**config.mk**
```make
export PLATFORM = sky130hd
export DESIGN_NAME = multimode_counter
export DESIGN_NICKNAME = d
export VERILOG_FILES = /design/src/rtl/multimode_counter.sv
export SDC_FILE = /design/constraint.sdc
export NUM_CORES = 1
export LEC_CHECK = 0
export CORE_MARGIN = 2
export CORE_UTILIZATION = 51
export DETAILED_ROUTE_END_ITERATION = 16
export GPL_ROUTABILITY_DRIVEN = 0
export PLACE_DENSITY_LB_ADDON = 0.3
export SYNTH_ARGS = -nofsm -noshare
export SYNTH_HDL_FRONTEND = slang
export SYNTH_SLANG_ARGS = --single-unit
```
**constraint.sdc**
```tcl
create_clock -name clk -period 6.3 [get_ports clk]
set_input_delay 1.575 -clock clk [delete_from_list [all_inputs] [get_ports clk]]
set_output_delay 1.575 -clock clk [all_outputs]
set_load 0.02 [all_outputs]
```
**src/rtl/multimode_counter.sv**
```systemverilog
// multimode_counter: modulus up/down counter with wrap/saturate, load/clear and prescaler.
// Define COUNTER_COMPARE_EN to add the cmp_val input and registered match pulse.
module multimode_counter #(
    parameter int WIDTH    = 8,
    parameter int MAX_VAL  = 2**WIDTH-1,
    parameter int PRESCALE = 1
) (
    input  logic             clk,
    input  logic             rst,
    input  logic             en,
    input  logic             dir,
    input  logic             mode,
    input  logic             load,
    input  logic [WIDTH-1:0] load_val,
    input  logic             clear,
`ifdef COUNTER_COMPARE_EN
    input  logic [WIDTH-1:0] cmp_val,
    output logic             match,
`endif
    output logic [WIDTH-1:0] count,
    output logic             tc,
    output logic             sat
);
    localparam int PW = PRESCALE > 1 ? $clog2(PRESCALE) : 1;
    localparam logic [WIDTH-1:0] MAX = WIDTH'(MAX_VAL);
    localparam logic [WIDTH-1:0] ONE = WIDTH'(1);
    localparam logic [PW-1:0] PRE_LAST = PW'(PRESCALE-1);
    localparam logic [PW-1:0] PRE_ONE = PW'(1);

    logic [PW-1:0]    pre_q, pre_d;
    logic [WIDTH-1:0] count_q, count_d, step_val;
    logic             tc_q, tc_d, step, step_tc, at_top, at_bot;

    always_comb begin
        at_top   = count_q == MAX;
        at_bot   = count_q == '0;
        step     = en && pre_q == PRE_LAST;
        step_val = dir ? (at_bot ? (mode ? count_q : MAX) : count_q - ONE)
                       : (at_top ? (mode ? count_q : '0) : count_q + ONE);
        // saturate mode pulses tc on arrival at the boundary, wrap mode on the wrap itself
        step_tc  = dir ? (at_bot ? !mode : mode && count_q == ONE)
                       : (at_top ? !mode : mode && count_q == MAX - ONE);
        pre_d    = (clear || load || step) ? '0 : en ? pre_q + PRE_ONE : pre_q;
        count_d  = clear ? '0 : load ? (load_val > MAX ? MAX : load_val) : step ? step_val : count_q;
        tc_d     = !clear && !load && step && step_tc;
    end

    always_ff @(posedge clk) begin
        if (rst) begin
            pre_q   <= '0;
            count_q <= '0;
            tc_q    <= 1'b0;
        end else begin
            pre_q   <= pre_d;
            count_q <= count_d;
            tc_q    <= tc_d;
        end
    end

    assign count = count_q;
    assign tc    = tc_q;
    assign sat   = mode & (dir ? at_bot : at_top);

`ifdef COUNTER_COMPARE_EN
    logic match_q, match_d;

    // a held value (saturate or idle) never re-pulses match
    always_comb match_d = !clear && (load || (step && step_val != count_q)) && count_d == cmp_val;

    always_ff @(posedge clk) begin
        if (rst) match_q <= 1'b0;
        else     match_q <= match_d;
    end

    assign match = match_q;
`endif
endmodule

```
==> results.sh, run 1 <==
export IMPL_area_growth_pct=28.6
export IMPL_maxCapViolations=0
export IMPL_fin_area_um2=1210
export IMPL_worst_setup_path_type="in -> out"
export IMPL_rsz0062_at_grt="no"
export IMPL_avgSynthCellArea_um2=7.68
export IMPL_crit_chain="clkdlybuf4s50_1, buf_4, nand3b_1, or3_4, a21boi_4, clkdlybuf4s50_1"
export IMPL_io_pins=25
export IMPL_postCtsSetupRepairBufs=0
export IMPL_synth_edf_count=0
export IMPL_yosysMostFrequentCell="nand2_1"
export IMPL_min_from="pre_q"
export IMPL_place_area_um2=1180
export IMPL_htree_levels=1
export IMPL_fin_nets=164
export IMPL_async_flop_share_pct=0
export IMPL_ys_warn_count=0
export IMPL_cpMostUsedCell="clkdlybuf4s50_1"
export IMPL_max_vdd_ir_drop_mv=0.127
export IMPL_maxSlewHeadroom_pct=55.2
export IMPL_antenna_left=0
export IMPL_grt_start_max_net_pins=21
export IMPL_fillers=145
export IMPL_worstMarginPinSlew_ns=0.670
export IMPL_hold_viol=0
export IMPL_start_kind="input port"
export IMPL_cts_sinks=10
export IMPL_synth_cell_type_count=38
export IMPL_setup_viol=0
export IMPL_synthCells=123
export IMPL_busiest_layer="met2"
export IMPL_yosysTopAreaCellShare_pct=21.2
export IMPL_drcViolationCount=0
export IMPL_first_pass_iters=4
export IMPL_ys_top_cells_by_count="11 x nand2_1, 10 x dfxtp_1, 10 x o21ai_0, 8 x nand3_1"
export IMPL_ys_ff_latch=10
export IMPL_status="finished, final reports clean"
export IMPL_drive_above_1_share_pct=9.79
export IMPL_drt_iter0_drc=39
export IMPL_yosysSeqAreaShare_pct=21.2
export IMPL_vias_per_cell=5.99
export IMPL_rrSetupSlack_ns=3.77
export IMPL_io_buffer_count=24
export IMPL_start_util_pct=54.7
export IMPL_antenna_found_initial=0
export IMPL_power_per_cell_area_nw_per_um2=165
export IMPL_cts_root_buf="clkbuf_4"
export IMPL_dp_cells=164
export IMPL_worstPathMaxFanout=20
export IMPL_layout_cells_non_filler=168
export IMPL_clock_skew_ns=0.00379
export IMPL_required_ns=4.72
export IMPL_seqCellArea_um2=200
export IMPL_dpl_hpwl_um=1820
export IMPL_critPathCaptureType="primary output"
export IMPL_final_min_clock_period_ns=5.09
export IMPL_hold_path_end="pre_q"
export IMPL_grt_overflow_total=0
export IMPL_cp_num_buf_inv=3
export IMPL_avgRoutedWirePerCell_um=15.0
export IMPL_clk_pin_slew_ns=0.07
export IMPL_cpMaxStageDelayCell="clkdlybuf4s50_1"
export IMPL_synthesis_area_um2=945
export IMPL_fmax_mhz=196
export IMPL_fp_dieH_um=47.0
export IMPL_grt_pass1_wl_um=4130
export IMPL_grt_met1_usage_pct=35.6
export IMPL_ys_flop_type="dfxtp_1"
export IMPL_rr_endpoint="count[3]"
export IMPL_synth_top_area_cell="dfxtp_1"
export IMPL_cts_buffer_depth=2
export IMPL_ctsResizeCount=0
export IMPL_core_area_um2=1730
export IMPL_grt_use_total_pct=26.6
export IMPL_fin_hold_ws_ns=0.502
export IMPL_die_w_um=47.0
export IMPL_reg2reg_depth=8
export IMPL_period_share_pct=80.8
export IMPL_min_delay_path_depth=1
export IMPL_critPathArrivalTime_ns=3.52
export IMPL_finalMaxSlewViolations=0
export IMPL_p_leak_nw=0.418
export IMPL_syn_num_nets=143
export IMPL_hp_class="reg -> reg"
export IMPL_yosys_top_cells_area="dfxtp_1 21%, ha_1 6.6%, o21ai_0 5.3%, nand2_1 4.4%, nand3_1 4.2%"
export IMPL_gr_usage_met2_pct=42.2
export IMPL_fin_setup_tns_ns=0
export IMPL_path_delay_family="buffers and inverters"
export IMPL_timing_rr_start="count[0]"
export IMPL_routed_wl_um=2520
export IMPL_worstSkewPairLatency_ns=0.27
export IMPL_cts_made_buffers=3
export IMPL_multiInputGateArea_um2=681
export IMPL_die_area_um2=2210
export IMPL_crit_path_max_incr_delay_ns=0.62
export IMPL_grt_pass1_vias=868
export IMPL_num_antenna_cells=0
export IMPL_ctsHoldBuffers=0
export IMPL_routed_via_count=1006
export IMPL_rows=15
export IMPL_global_route_usage_met3_pct=6.54
export IMPL_tritoncts="yes"
-- state kept, by name, summed over array words and instances (netlist names) --
signal  count
count       8
pre_q       1
tc          1
-- worst max path at each step --
| stage | startpoint | to | slack, ns | depth (start not counted) |
|---|---|---|---|---|
| floorplan | dir | sat | 2.41 | 3 |
| global placement | dir | sat | 1.23 | 6 |
| detailed placement | dir | sat | 1.21 | 6 |
| CTS | dir | sat | 1.21 | 6 |
| global route | dir | sat | 1.09 | 6 |
| finish | dir | sat | 1.21 | 6 |
-- through the flow --
stage	utilization [%]	setup WS (ns)	power, mW
after floorplan	-	2.41	0.119
after global placement	68.3	1.23	0.140
after detailed placement	68.3	1.21	0.142
after CTS	70.4	1.21	0.201
after global routing	70.4	1.09	0.213
final	70.4	1.21	0.200
-- worst register-to-register path, cell delays in order (launching register included) --
cell and delay (ns):
dfxtp_1 0.54, inv_1 0.16, ha_1 0.26, nor4b_2 0.18
nand3_2 0.13, a21boi_4 0.07, or3b_1 0.48, a2111oi_0 0.47
nor3_1 0.11
-- cells in the final DEF, fill, tap and decap left out, types with 3 or more instances in the layout --
| cell type | instances |
|---|---|
| a21oi_1 | 7 |
| dfxtp_1 | 10 |
| o21ai_0 | 10 |
| nor2_1 | 7 |
| nand2_1 | 11 |
| o21ai_1 | 3 |
| a31oi_1 | 4 |
| a311oi_1 | 4 |
| clkbuf_4 | 3 |
| inv_1 | 5 |
| o22ai_1 | 3 |
| ha_1 | 5 |
| nor3_1 | 5 |
| mux2i_1 | 3 |
| nand3_1 | 8 |
| clkdlybuf4s50_1 | 24 |
-- per-layer routing --
| layer | routed length (um) | share of wire (%) |
|---|---|---|
| met1 | 1050 | 42 |
| met3 | 186 | 7.4 |
| met2 | 1250 | 50 |
| met4 | 34 | 1.4 |
| met5 | 0 | 0 |
-- final cells by class --
cell class | count | share of cell area, %
repair buffers | 25 | 20.4
well taps | 25 | 2.57
inverters | 5 | 1.54
flip-flops and latches | 10 | 16.5
multi-input cells | 99 | 56.0
clock buffers | 4 | 2.99
-- cell families after synthesis --
group | count (synthesis) | synth area share, %
simple gates | 50 | 31.7
compound gates | 39 | 27.3
buf+inv | 14 | 6.76
flops | 10 | 21.2
fa+ha+maj | 5 | 6.62
mux | 4 | 5.56
xor+xnor | 1 | 0.927
-- power by group --
part	leakage, nW	internal [mW]	switching, mW
logic	0.315	0.0334	0.0341
registers	0.0817	0.0660	0.00779
clock network	0.0210	0.0352	0.0239
No activity file was read; power rests on OpenSTA's default activity.
==> inputs of run 2 (changes only) <==
--- a/config.mk
+++ b/config.mk
@@ -6,7 +6,7 @@
 export NUM_CORES = 1
 export LEC_CHECK = 0
 export CORE_MARGIN = 2
-export CORE_UTILIZATION = 51
+export CORE_UTILIZATION = 43
 export DETAILED_ROUTE_END_ITERATION = 16
 export GPL_ROUTABILITY_DRIVEN = 0
 export PLACE_DENSITY_LB_ADDON = 0.3
==> constraint.sdc (replaced) <==
create_clock -name clk -period 4.15 [get_ports clk]
set_input_delay 1.0375 -clock clk [delete_from_list [all_inputs] [get_ports clk]]
set_output_delay 1.0375 -clock clk [all_outputs]
set_load 0.02 [all_outputs]
==> run 2 against run 1 <==
Against the previous run: sequential power up 52%; setup slack worse by 0.89 ns; clock power up 19%; combinational power up 52%; first-iteration DRC count up 33%; critical path type unchanged.
==> results.sh, run 2 (same netlist as run 1, synthesis figures left out) <==
export IMPL_clk_pin_slew_ns=0.07
export IMPL_period_share_pct=92.4
export IMPL_multiInputGateArea_um2=681
export IMPL_first_pass_iters=4
export IMPL_grt_start_max_net_pins=20
export IMPL_start_util_pct=46.7
export IMPL_global_route_usage_met3_pct=4.39
export IMPL_fin_area_um2=1200
export IMPL_vias_per_cell=6.24
export IMPL_routed_via_count=1054
export IMPL_hold_path_end="pre_q"
export IMPL_critPathCaptureType="primary output"
export IMPL_cp_depth=5
export IMPL_maxCapViolations=0
export IMPL_fmax_mhz=261
export IMPL_io_buffer_count=24
export IMPL_drt_iter0_drc=52
export IMPL_grt_pass1_vias=932
export IMPL_required_ns=3.11
export IMPL_core_area_um2=2020
export IMPL_ctsHoldBuffers=0
export IMPL_worstMarginPinSlew_ns=0.691
export IMPL_rr_endpoint="count[2]"
export IMPL_fin_nets=164
export IMPL_fillers=173
export IMPL_busiest_layer="met2"
export IMPL_rrSetupSlack_ns=1.66
export IMPL_cts_made_buffers=3
export IMPL_die_w_um=50.9
export IMPL_power_per_cell_area_nw_per_um2=237
export IMPL_cpMostUsedCell="clkdlybuf4s50_1"
export IMPL_worstPathMaxFanout=3
export IMPL_dp_cells=166
export IMPL_grt_use_total_pct=20.8
export IMPL_fp_dieH_um=50.9
export IMPL_timing_rr_start="count[0]"
export IMPL_place_area_um2=1180
export IMPL_drive_above_1_share_pct=9.15
export IMPL_grt_pass1_wl_um=4080
export IMPL_area_growth_pct=27.4
export IMPL_htree_levels=1
export IMPL_die_area_um2=2590
export IMPL_postCtsSetupRepairBufs=0
export IMPL_p_leak_nw=0.410
export IMPL_fin_setup_tns_ns=0
export IMPL_crit_path_max_incr_delay_ns=0.62
export IMPL_finalMaxSlewViolations=0
export IMPL_utilization_pct=59.5
export IMPL_max_vdd_ir_drop_mv=0.157
export IMPL_ctsResizeCount=0
export IMPL_layout_cells_non_filler=169
export IMPL_rows=16
export IMPL_antenna_left=0
export IMPL_worst_setup_path_type="in -> out"
export IMPL_hp_class="reg -> reg"
export IMPL_min_delay_path_depth=1
export IMPL_drcViolationCount=0
export IMPL_num_antenna_cells=0
export IMPL_min_from="pre_q"
export IMPL_reg2reg_depth=8
export IMPL_largest_reg_flops=8
export IMPL_cpMaxStageDelayCell="clkdlybuf4s50_1"
export IMPL_cp_num_buf_inv=2
export IMPL_fin_hold_ws_ns=0.507
export IMPL_final_cell_mix="24 x clkdlybuf4s50_1, 11 x nand2_1, 10 x o21ai_0, 10 x dfxtp_1, 8 x nand3_1"
export IMPL_final_min_clock_period_ns=3.83
export IMPL_cts_sinks=10
export IMPL_avgRoutedWirePerCell_um=15.0
export IMPL_gr_usage_met2_pct=35.3
export IMPL_hold_viol=0
export IMPL_path_delay_family="buffers and inverters"
export IMPL_cts_root_buf="clkbuf_4"
export IMPL_grt_overflow_total=0
export IMPL_dpl_hpwl_um=1830
export IMPL_antenna_found_initial=0
export IMPL_status="finished, final reports clean"
export IMPL_tritoncts="yes"
export IMPL_routed_wl_um=2530
export IMPL_grt_met1_usage_pct=26.0
export IMPL_setup_viol=0
export IMPL_critPathArrivalTime_ns=2.80
export IMPL_start_kind="input port"
export IMPL_layout_commonest_cell="clkdlybuf4s50_1"
export IMPL_worstSkewPairLatency_ns=0.27
export IMPL_seqCellArea_um2=200
export IMPL_io_pins=25
export IMPL_rsz0062_at_grt="no"
export IMPL_crit_chain="clkdlybuf4s50_1, nand3b_1, or3_4, a21boi_4, clkdlybuf4s50_1"
export IMPL_maxSlewHeadroom_pct=53.7
export IMPL_cts_buffer_depth=2
export IMPL_clock_skew_ns=0.000382
[run 2: cell types whose count changed in the layout (fill, tap and decap cells not counted), sizes merged]
cell	change
clkbuf	-1
[run 2: worst max path at each step]
stage,end,startpoint,slack (ns)
4_1_cts,sat,dir,0.32
6_report,sat,dir,0.32
3_3_place_gp,sat,dir,0.35
3_5_place_dp,sat,dir,0.33
5_1_grt,sat,dir,0.25
2_1_floorplan,sat,dir,1.34
[run 2: stage by stage]
step,setup WS [ns],power (mW)
after floorplan,1.34,0.180
after global placement,0.346,0.213
after detailed placement,0.328,0.215
after CTS,0.322,0.285
after global routing,0.254,0.304
final,0.316,0.285
[run 2: final cells by class]
| cell class | count | area share, % |
|---|---|---|
| Timing Repair Buffer | 25 | 20.6 |
| Inverter | 5 | 1.56 |
| Sequential cell | 10 | 16.6 |
| Clock buffer | 3 | 1.87 |
| Tap cell | 27 | 2.81 |
| Multi-Input combinational cell | 99 | 56.5 |
[run 2: layer usage]
layer	wire length, um	part of all wire [%]
met5	0	0
met2	1200	47
met3	259	10
met4	16	0.63
met1	1050	42
[run 2: power breakdown]
group	internal, mW	switching, mW	total, mW
clock network	0.0336	0.0367	0.0703
registers	0.100	0.0115	0.112
logic	0.0509	0.0521	0.103
total	0.185	0.100	0.285
==> variant 1: new RTL, config.mk and constraints of run 2 <==
Set the parameter `WIDTH` to 9 (it was 8).
--- a/src/rtl/multimode_counter.sv
+++ b/src/rtl/multimode_counter.sv
@@ -1,7 +1,7 @@
 // multimode_counter: modulus up/down counter with wrap/saturate, load/clear and prescaler.
 // Define COUNTER_COMPARE_EN to add the cmp_val input and registered match pulse.
 module multimode_counter #(
-    parameter int WIDTH    = 8,
+    parameter int WIDTH    = 9,
     parameter int MAX_VAL  = 2**WIDTH-1,
     parameter int PRESCALE = 1
 ) (
Interface: changed (resized count and load_val); port bits go from 25 to 27. The function was not compared with the original's and may differ.
==> variant 1 against run 2 <==
Sequential cell count is 1 higher; clock power is 21% higher; total power is 14% higher; sequential share of layout area is 0.050 points higher; synthesized area is 9.1% higher; non-clock buffer count is 2 higher; final area is 9.7% higher; hold slack worse by 0.028 ns; routed wire length is 13% higher; worst setup slack better by 0.12 ns; largest cell class unchanged; highest routed layer unchanged.
==> variant 1: results (changes against run 2) <==
The flow ran to the end, and the final reports show no timing, DRC or antenna violations. The worst setup path is of the register to output port kind. Filler cell count in the final layout: 205 (+18%). In this run the critical register-to-register path is captured at count[0]$_SDFFE_PP0P_. The final critical-path share of the clock period works out to 89.61% (-2.8 points). The length in cells of the worst reg-to-reg path works out to 9 (+1). The power drawn by the combinational cells is 0.114 mW (+11%). Latest clock arrival within the worst-skew pair: 0.29 ns (+0.02 ns). The maximum VDD drop is 0.1789 mV (+14%), and the first-pass GRT wire length is 4.623 mm (+13%). The number of global-route vias before repair came out at 992 (+6.4%). For the power of the sequential group, the log shows 0.125 mW (+12%). The run gives 154 (+7.7%) as the net count after synthesis.

The sequential fraction of the synthesis area is 21.36% (+0.17 points), and the pre-CTS worst setup slack is 0.4851 ns (+0.1572 ns). The clock distribution area overhead in the final layout works out to 1.991% (+0.12 points). The transition at the pin with the smallest max-transition slack was 0.6241 ns (-0.06734 ns). The flip-flop count of the largest register, all copies and words added works out to 9 (+1).

Share of the final layout cell area in sequential cells: 16.68% (+0.050 points). The sequential cell count was 11 (+1); the total routed wirelength was 2.845 mm (+13%). The share of the final layout cell area in multi-input gates was 56.68% (+0.13 points); the half-perimeter wire length after detailed placement was 2.100 mm (+15%). The proportion of layout cells with a drive suffix above 1 came out at 7.742% (-1.4 points). The logs give 44 (+16%) for the number of library cell types mapped by synthesis and 18 (-10%) for the pin count of the biggest net entering global routing.

The tools report the clock buffer count in the final layout as 4 (+1). The run gives 178 (+8.5%) as the post-layout net count. The total CTS buffers was 3 (unchanged). Switching power of the nets: 0.1195 mW (+19%). The share of total power consumed by net switching works out to 36.93% (+1.7 points). The multi-input combinational cell count was 107 (+8.1%). The worst reg-to-reg setup slack was 1.61 ns (-0.05 ns).

The total global routing track utilization was 22.67% (+1.9 points); the cell area reported after detailed placement was 0.001294 mm² (+9.5%). The number of buffers inserted by port buffering works out to 26 (+8.3%). The count of buffers not belonging to the clock network in the layout came out at 27 (+8.0%). The number of non-clock inverters in the layout was 6 (+1); the reported leakage power was 0.4896 nW (+19%). The maximum net fanout on the critical path works out to 10 (+7). Sorting the synthesized cells by how often they occur yields sky130_fd_sc_hd__nor2_1, sky130_fd_sc_hd__dfxtp_1, sky130_fd_sc_hd__nand3_1. The non-clock buffering overhead in the final layout is 20.28% (-0.30 points), and the number of violations reported at the end of detailed-routing iteration 0 is 31 (-40%). The maximum single-stage delay on the critical path was 0.59 ns (-0.03 ns); the width of the die was 52.97 µm (+4.1%). The most used flip-flop cell after synthesis was sky130_fd_sc_hd__dfxtp_1.
-- variant 1: logic make-up after synthesis --
family	after synthesis	synth area share (%)
xor gates and xnor gates	2	1.699
DFF	11	21.36
muxes	1	0.9709
and+or+nand+nor	57	32.77
AOI/OAI and AO/OA	41	29.85
adders and majority gates	6	7.281
buffers and inverters	14	6.068
-- variant 1: critical path, delay by kind of cell, from the launching register on --
kind | cells | cell delay (ns)
buffers and inverters | 1 | 0.59
and+or+nand+nor | 3 | 0.56
adders and majority gates | 2 | 0.55
DFF | 1 | 0.52
AOI/OAI and AO/OA | 1 | 0.17
-- variant 1: routing by layer --
metal	vias to the layer above	wire [µm]	GRT usage [%]
li1	553	-	-
met1	522	1226	29.79
met2	45	1383	36.67
met3	3	203	4.520
met4	0	31	7.692
met5	-	0	0
-- variant 1: per-stage QoR --
step	hold WS (ns)	utilization [%]	instances
finish	0.4784	59.10	183
global route	0.5004	59.10	183
CTS	0.4806	59.10	183
detailed placement	0.4670	57.93	179
global placement	0.4707	57.93	179
floorplan	0.4543	-	132
==> variant 2: new RTL, settings of run 2 <==
Without the edit above. Add an input register stage for `en`, `dir`, `mode` and `load_val`, with the module's reset; this delays them by one clock. The other inputs are not delayed to match.
--- a/src/rtl/multimode_counter.sv
+++ b/src/rtl/multimode_counter.sv
@@ -27,6 +27,25 @@
     localparam logic [PW-1:0] PRE_LAST = PW'(PRESCALE-1);
     localparam logic [PW-1:0] PRE_ONE = PW'(1);
 
+    logic en_q;
+    logic dir_q;
+    logic mode_q;
+    logic [WIDTH-1:0] load_val_q;
+
+    always_ff @(posedge clk) begin
+        if (rst) begin
+            en_q       <= '0;
+            dir_q      <= '0;
+            mode_q     <= '0;
+            load_val_q <= '0;
+        end else begin
+            en_q       <= en;
+            dir_q      <= dir;
+            mode_q     <= mode;
+            load_val_q <= load_val;
+        end
+    end
+
     logic [PW-1:0]    pre_q, pre_d;
     logic [WIDTH-1:0] count_q, count_d, step_val;
     logic             tc_q, tc_d, step, step_tc, at_top, at_bot;
@@ -34,14 +53,14 @@
     always_comb begin
         at_top   = count_q == MAX;
         at_bot   = count_q == '0;
-        step     = en && pre_q == PRE_LAST;
-        step_val = dir ? (at_bot ? (mode ? count_q : MAX) : count_q - ONE)
-                       : (at_top ? (mode ? count_q : '0) : count_q + ONE);
+        step     = en_q && pre_q == PRE_LAST;
+        step_val = dir_q ? (at_bot ? (mode_q ? count_q : MAX) : count_q - ONE)
+                       : (at_top ? (mode_q ? count_q : '0) : count_q + ONE);
         // saturate mode pulses tc on arrival at the boundary, wrap mode on the wrap itself
-        step_tc  = dir ? (at_bot ? !mode : mode && count_q == ONE)
-                       : (at_top ? !mode : mode && count_q == MAX - ONE);
-        pre_d    = (clear || load || step) ? '0 : en ? pre_q + PRE_ONE : pre_q;
-        count_d  = clear ? '0 : load ? (load_val > MAX ? MAX : load_val) : step ? step_val : count_q;
+        step_tc  = dir_q ? (at_bot ? !mode_q : mode_q && count_q == ONE)
+                       : (at_top ? !mode_q : mode_q && count_q == MAX - ONE);
+        pre_d    = (clear || load || step) ? '0 : en_q ? pre_q + PRE_ONE : pre_q;
+        count_d  = clear ? '0 : load ? (load_val_q > MAX ? MAX : load_val_q) : step ? step_val : count_q;
         tc_d     = !clear && !load && step && step_tc;
     end
 
@@ -59,7 +78,7 @@
 
     assign count = count_q;
     assign tc    = tc_q;
-    assign sat   = mode & (dir ? at_bot : at_top);
+    assign sat   = mode_q & (dir_q ? at_bot : at_top);
 
 `ifdef COUNTER_COMPARE_EN
     logic match_q, match_d;
Check against the original RTL: not equivalent (a bounded check fails within 4 cycles, from zero or initial values and one cycle with rst high).
==> variant 2 against run 2 <==
Final area up 34%; sequential power up 100%; worst setup slack better by 0.15 ns; sequential cell count up 11; largest cell class unchanged; total power up 41%; core utilization down 6.2 points; routed wire length up 25%; synthesized area up 44%.
==> variant 2: results (changes against run 2) <==
The flow ran to the end, and the final reports show no timing, DRC or antenna violations. For the met3 usage in global routing, the log shows 1.515% (-2.9 points). For the reported leakage power, the log shows 0.5423 nW (+32%). The maximum net fanout on the critical path came out at 13 (+10).

The clock distribution area overhead in the final layout was 1.628% (-0.24 points). For the wire length the detailed router placed on met1, the log shows 1.319 mm (+25%). For the area occupied by registers, the log shows 420.4 µm² (+110%). For the number of library cell types mapped by synthesis, the log shows 50 (+32%). Clock power share: 22.9% (-1.8 points).

The global-route met2 utilization came out at 32.30% (-3.0 points). Number of vias in the routed layout: 1,306 (+24%). The global-route track usage on met1 came out at 24.34% (-1.6 points).

The non-clock buffering overhead in the final layout is 14.88% (-5.7 points), and the setup clock skew after layout is 0.001563 ns (+0.001181 ns). The first-pass GRT wire length was 5.209 mm (+28%). The run gives 18.67% (-2.1 points) as the total global routing track utilization. The post-layout net count was 197 (+20%); the number of non-clock inverters in the layout was 9 (+4).

For the half-perimeter wire length after detailed placement, the log shows 2.456 mm (+34%). The number of violations reported at the end of detailed-routing iteration 0 is 89 (+71%), and the gate count of the mapped netlist is 160 (+30%). The met2 layer wire length in the routed design was 1.564 mm (+31%); the placed cell count was 216 (+30%). The ratio of routed vias to standard cells was 5.936 (-4.8%); the adder-cell share of the synthesized area was 4.604% (-2.0 points). The internal portion of total power is 0.2894 mW (+57%), and the synthesized-area fraction occupied by ao, oa, aoi and oai cells is 27.26% (-0.029 points). The sequential fraction of the synthesis area is 30.94% (+9.7 points), and the filler cell count in the final layout is 303 (+75%). The share of cell area taken by muxes after synthesis is 0% (-5.6 points), and the latest clock arrival within the worst-skew pair is 0.29 ns (+0.02 ns). The maximum single-stage delay on the critical path was 0.60 ns (-0.02 ns). The multi-input combinational cell count was 118 (+19%).
## variant 2: cell count changes in the layout (fill, tap and decap cells not counted), moves of 4 or more
cell                               run 2  this run
sky130_fd_sc_hd__nor2b_1               2        12
sky130_fd_sc_hd__nand2_1              11         7
sky130_fd_sc_hd__a311oi_1              4         0
sky130_fd_sc_hd__o21ai_0              10         4
sky130_fd_sc_hd__a211oi_1              0         4
sky130_fd_sc_hd__dfxtp_1              10        21
sky130_fd_sc_hd__o2111ai_1             0         6
## variant 2: per-stage QoR
step / setup WS (ns) / total power, mW / hold slack (ns) / area [µm²]
global placement: 0.9025 / 0.3114 / 0.4268 / 1588
finish: 0.4706 / 0.4018 / 0.4516 / 1614
floorplan: 1.459 / 0.2830 / 0.4129 / 1359
CTS: 0.4789 / 0.4058 / 0.4560 / 1614
global route: 0.3160 / 0.4219 / 0.4842 / 1614
detailed placement: 0.8314 / 0.3134 / 0.4406 / 1588
## variant 2: logic make-up after synthesis
| group | count (synthesis) |
|---|---|
| DFF | 21 |
| and+or+nand+nor | 64 |
| adders and majority gates | 5 |
| AOI/OAI and AO/OA | 48 |
| buffers and inverters | 21 |
| xor gates and xnor gates | 1 |
## variant 2: worst paths after layout
kind | startpoint | to | slack, ns | depth (start not counted)
hold / removal | en_q$_SDFF_PP0_ | pre_q$_SDFFE_PP0P_ | 0.45 | 1
setup / recovery | count[0]$_SDFFE_PP0P_ | sat | 0.47 | 7
hold reg to reg | en_q$_SDFF_PP0_ | pre_q$_SDFFE_PP0P_ | 0.45 | 1
setup reg to reg | count[0]$_SDFFE_PP0P_ | count[5]$_SDFFE_PP0P_ | 1.86 | 7
